===== config.mk =====
export PLATFORM = sky130hd
export DESIGN_NAME = mem_access_unit
export DESIGN_NICKNAME = d
export VERILOG_FILES = /design/src/rtl/mem_access_unit.sv
export SDC_FILE = /design/constraint.sdc
export NUM_CORES = 1
export LEC_CHECK = 0
export CORE_MARGIN = 2
export CORE_UTILIZATION = 40
export CTS_CLUSTER_DIAMETER = 40
export DETAILED_ROUTE_END_ITERATION = 12
export GPL_ROUTABILITY_DRIVEN = 0
export PLACE_DENSITY = 0.72
export SETUP_SLACK_MARGIN = 0.15
export SLEW_MARGIN = 10
export SYNTH_ARGS = -nofsm -noshare
export SYNTH_HDL_FRONTEND = slang
export SYNTH_SLANG_ARGS = --single-unit
export TNS_END_PERCENT = 100

===== constraint.sdc =====
create_clock -name clk -period 5.1 [get_ports clk]
set_clock_uncertainty 0.2 [all_clocks]
set_input_delay 1.02 -clock clk [delete_from_list [all_inputs] [get_ports clk]]
set_output_delay 1.02 -clock clk [all_outputs]
set_load 0.05 [all_outputs]

===== src/rtl/mem_access_unit.sv =====
// Memory-stage load/store engine: alignment/mode checks, word-wide req/ack bus
// with byte enables, load extraction with sign/zero extension, and a bus timeout.
module mem_access_unit #(
  parameter int unsigned TIMEOUT_CYCLES = 255
) (
  input  logic        clk,
  input  logic        rst,
  input  logic        valid,
  input  logic        load,
  input  logic        store,
  input  logic [2:0]  memory_mode,
  input  logic [31:0] addr,
  input  logic [31:0] wdata,
  output logic        stall,
  output logic        done,
  output logic        fault,
  output logic [1:0]  fault_cause,
  output logic [31:0] rdata,
  output logic        mem_req,
  output logic        mem_we,
  output logic [31:0] mem_addr,
  output logic [3:0]  mem_be,
  output logic [31:0] mem_wdata,
  input  logic        mem_ack,
  input  logic [31:0] mem_rdata,
  output logic [1:0]  dbg_state
);

  localparam logic [1:0] S_IDLE = 2'd0;
  localparam logic [1:0] S_REQ  = 2'd1;
  localparam logic [1:0] S_DONE = 2'd2;

  localparam logic [15:0] TMO_LAST = 16'(TIMEOUT_CYCLES - 1);

  localparam logic [1:0] CAUSE_NONE     = 2'b00;
  localparam logic [1:0] CAUSE_MISALIGN = 2'b01;
  localparam logic [1:0] CAUSE_ILLEGAL  = 2'b10;
  localparam logic [1:0] CAUSE_TIMEOUT  = 2'b11;

  logic [1:0]  state;
  logic [2:0]  mode_r;
  logic [1:0]  lane_r;
  logic        fault_r;
  logic [1:0]  cause_r;
  logic [15:0] tmo_cnt;

  logic        start;
  logic        mode_illegal;
  logic        misaligned;
  logic [3:0]  be_n;
  logic [31:0] wd_n;
  logic [7:0]  ld_byte;
  logic [15:0] ld_half;
  logic [31:0] ld_ext;

  // Handshakes: the stage offers an op with valid and is accepted on the edge
  // where start is high (stall doubles as "not ready for the next op"); on the
  // bus, mem_req and its attributes stay stable until the edge that sees mem_ack.
  assign start       = (state == S_IDLE) & valid & (load | store);
  assign stall       = start | (state == S_REQ);
  assign mem_req     = (state == S_REQ);
  assign done        = (state == S_DONE);
  assign fault       = done & fault_r;
  assign fault_cause = done ? cause_r : CAUSE_NONE;
  assign dbg_state   = state;

  always_comb begin
    mode_illegal = 1'b0;
    misaligned   = 1'b0;
    be_n         = 4'b0000;
    wd_n         = wdata;
    case (memory_mode)
      3'b000, 3'b100: begin
        be_n = 4'b0001 << addr[1:0];
        wd_n = {4{wdata[7:0]}};
      end
      3'b001, 3'b101: begin
        be_n       = addr[1] ? 4'b1100 : 4'b0011;
        wd_n       = {2{wdata[15:0]}};
        misaligned = addr[0];
      end
      3'b011: begin
        be_n       = 4'b1111;
        misaligned = (addr[1:0] != 2'b00);
      end
      default: mode_illegal = 1'b1;
    endcase
  end

  // Load result is formed from the lane captured at start, not the live address.
  always_comb begin
    ld_byte = mem_rdata[8*lane_r +: 8];
    ld_half = lane_r[1] ? mem_rdata[31:16] : mem_rdata[15:0];
    case (mode_r)
      3'b000:  ld_ext = {{24{ld_byte[7]}}, ld_byte};
      3'b100:  ld_ext = {24'h0, ld_byte};
      3'b001:  ld_ext = {{16{ld_half[15]}}, ld_half};
      3'b101:  ld_ext = {16'h0, ld_half};
      default: ld_ext = mem_rdata;
    endcase
  end

  always_ff @(posedge clk or posedge rst) begin
    if (rst) begin
      state     <= S_IDLE;
      mode_r    <= 3'b000;
      lane_r    <= 2'b00;
      fault_r   <= 1'b0;
      cause_r   <= CAUSE_NONE;
      tmo_cnt   <= 16'h0;
      rdata     <= 32'h0;
      mem_we    <= 1'b0;
      mem_addr  <= 32'h0;
      mem_be    <= 4'b0000;
      mem_wdata <= 32'h0;
    end else begin
      case (state)
        S_IDLE: begin
          if (start) begin
            mode_r <= memory_mode;
            lane_r <= addr[1:0];
            if (mode_illegal) begin
              fault_r <= 1'b1;
              cause_r <= CAUSE_ILLEGAL;
              state   <= S_DONE;
            end else if (misaligned) begin
              fault_r <= 1'b1;
              cause_r <= CAUSE_MISALIGN;
              state   <= S_DONE;
            end else begin
              fault_r   <= 1'b0;
              cause_r   <= CAUSE_NONE;
              mem_we    <= store;
              mem_addr  <= {addr[31:2], 2'b00};
              mem_be    <= be_n;
              mem_wdata <= wd_n;
              tmo_cnt   <= 16'h0;
              state     <= S_REQ;
            end
          end
        end
        S_REQ: begin
          if (mem_ack) begin
            if (!mem_we) rdata <= ld_ext;
            state <= S_DONE;
          end else if (tmo_cnt == TMO_LAST) begin
            fault_r <= 1'b1;
            cause_r <= CAUSE_TIMEOUT;
            state   <= S_DONE;
          end else begin
            tmo_cnt <= tmo_cnt + 16'h1;
          end
        end
        S_DONE:  state <= S_IDLE;
        default: state <= S_IDLE;
      endcase
    end
  end

endmodule


==> flow_summary.ini <==
[logic_synthesis]
yosysTopAreaCell = dfrtp_1
synth_fa_ha_area_share_pct = 0.404
avgSynthCellArea_um2 = 10.4
netlist_area_um2 = 6190
synth-compound-area-share_pct = 14.1
synthSimpleGateAreaFrac_pct = 14.4
yosysSeqAreaShare_pct = 50.5
synth_area_leaders = dfrtp_1, mux2_4, mux2i_1, nand2_1, nand3_1
ys_warn_count = 0
ys_ff_latch = 125
synth_edf_count = 0
synth_top_family_by_area = multiplexers
synthArstFlopShare_pct = 100
syn_inst = 596
synth_top_area_share_pct = 50.5
synth_mux_area_share_pct = 15.8
ys.flop_type = dfrtp_1
synth-xor-area-share_pct = 0
synth_cell_types = 58

[cells_and_area]
final_util_pct = 59.4
final_nets = 897
n_antenna_cell = 0
drive_above_1_share_pct = 10.2
stdcell_area_um2 = 9000
area_growth_pct = 45.3

[route]
drc = 0
ant_nets = 0
drtIter0Drc = 533
avgRoutedWirePerCell_um = 17.8
wl_um = 17600
viasPerCell = 5.42
vias = 5358
dr.pass1.iters = 5

[die]
ioPinCount = 214
core-area_um2 = 15100
die_w_um = 128
start_util_pct = 40.9
core.rowCount = 45
die_y_um = 128
die_area_um2 = 16500

[clock_network]
postCtsSetupRepairBufs = 0
clockBufferDepth = 2
clock_latency_ns = 0.42
cts_buffers = 17
path_clk_slew_ns = 0.05
htree_levels = 4
cts_tree = yes
post_cts_resized = 0
root_buffer = clkbuf_16
hold_buffers = 0
cts_sinks = 125

[sta]
fin_hold_ws_ns = 0.281
slew_viol_final = 0
finalCriticalPeriod_ns = 4.28
setup_viol = 0
tightest_slew_ns = 1.22
rsz0062_at_grt = no
relSlewSlack_pct = 18.9
setup_tns_ns = 0
fmax_mhz = 234
hold_viol = 0
period_share_pct = 83.8

[worst_setup_path]
worstPathArrival_ns = 3.06
path_cells = clkdlybuf4s50_1, o21ai_0, or2_2, nand2_1, clkdlybuf4s50_1
path_class = in -> out
slowest_delay_ns = 0.84
crit_family = buffers and inverters
worst_path_max_delay_cell = clkdlybuf4s50_1
end_kind = output pin
crit_required_ns = 3.88
crit_top_cell = clkdlybuf4s50_1
worst_setup_path_start_kind = input port
worst-path-max-fanout = 5
path_buf_inv = 2

[global_route]
grt_pass1_vias = 5356
grt_pass1_wl_um = 28000
antenna_found_initial = 0
grt_max_degree = 96
grt-ovfl-total = 0
grt_usage_pct = 21.5

[power]
seq_power_share_pct = 28.8
p_switching_mw = 2.46
clkPwrFrac_pct = 22.9
combPwrFrac_pct = 48.3
p_total_mw = 5.70
power_density_nw_per_um2 = 633
leakage_nw = 3.97
p_int_mw = 3.24
peakVddDrop_v = 0.000300
switching_share_pct = 43.1

[placed_design]
port_buffers = 211
dp_hpwl_um = 12500
dpl_cell_area_um2 = 8370

[run]
cap_violations = 0

[run_status]
status = finished, final reports clean

[min_path]
hold_class = reg -> reg
[worst min-delay path: stages, from the launching register on]
cell and delay [ns]:
dfrtp_1 0.33, nand2_1 0.05, o21ai_0 0.06
[area by class of cell]
type                            instances  area [µm²]
Clock buffer                           25         505
Clock inverter                          5         129
Fill cell                            1236        6140
Inverter                               15        58.8
Multi-Input combinational cell        414        2790
Sequential cell                       125        3130
Tap cell                              188         235
Timing Repair Buffer                  217        2160
[cells in the mapped netlist (all sizes together), types with 2 or more instances]
master	n
dfrtp	125
nand2	73
o21ai	52
nand3	43
mux2	41
mux2i	35
nor2	34
clkbuf	26
a21oi	21
buf	17
a31oi	15
inv	14
o22ai	11
o21a	9
o211ai	8
nor3	7
nand4	6
and2	5
nand2b	5
a21boi	4
a21o	4
a311oi	4
a41oi	3
or4	3
and4	2
ha	2
nor2b	2
or2	2
or3	2
[final timing paths]
path	startpoint	cells past startpoint	slack, ns	to
min in group asynchronous	rst	2	0.91	mem_addr[31]
worst max register to register	lane_r[1]	4	2.33	rdata[24]
worst max-delay path	store	5	0.82	stall
max in group asynchronous	rst	3	2.79	mem_addr[24]
worst min register to register	rdata[10]	2	0.28	rdata[10]
worst min-delay path	rdata[10]	2	0.28	rdata[10]
[sequential cells by signal (all words and copies together), names as in the netlist, 2 cells and up]
signal     flops
mem_be         4
cause_r        2
lane_r         2
mem_wdata     32
mem_addr      30
rdata         32
mode_r         3
tmo_cnt       16
dbg_state      2
[power by group through the flow]
stage          Clock, mW  Sequential, mW  Combinational, mW
3_3_place_gp           0            1.63               2.73
6_report            1.31            1.64               2.75
4_1_cts             1.32            1.64               2.77
3_5_place_dp           0            1.65               2.77
2_1_floorplan          0            2.73              0.710
5_1_grt             1.37            1.69               2.89
[metrics by stage]
stage                     cells  setup slack (ns)
after floorplan             597             0.552
final                       989             0.824
after detailed placement    959             0.825
after CTS                   989             0.813
after global placement      959             0.841
after global routing        989             0.751
[routing by layer]
| layer | wire length (µm) | global-route usage [%] | vias to the layer above |
|---|---|---|---|
| met4 | 476 | 9.37 | 0 |
| met2 | 8250 | 32.9 | 200 |
| met3 | 1070 | 5.07 | 30 |
| met1 | 7830 | 29.3 | 2612 |
| met5 | 0 | 0 | - |
| li1 | - | - | 2516 |
[logic make-up (layout without fill, tap and decap cells)]
family          after synthesis  after routing
simple gates                192            192
compound gates              141            141
flops                       125            125
mux                          77             77
buf+inv                      58            262
fa+ha+maj                     2              2
other cells                   1              2
[cells in the final DEF, fill, tap and decap left out, drive strengths merged, types with 3 or more instances in the layout]
master         count
clkbuf            25
a21o               4
or4                3
o22ai             11
o211ai             8
nor2              34
a41oi              3
buf                6
nor3               7
inv               14
a21boi             4
o21a               9
nand2b             5
nand4              6
clkdlybuf4s50    211
mux2i             35
mux2              41
and2               5
bufinv             4
a311oi             4
nand2             73
dfrtp            125
o21ai             52
nand3             43
a31oi             15
a21oi             21
No activity file was read; power rests on OpenSTA's default activity.
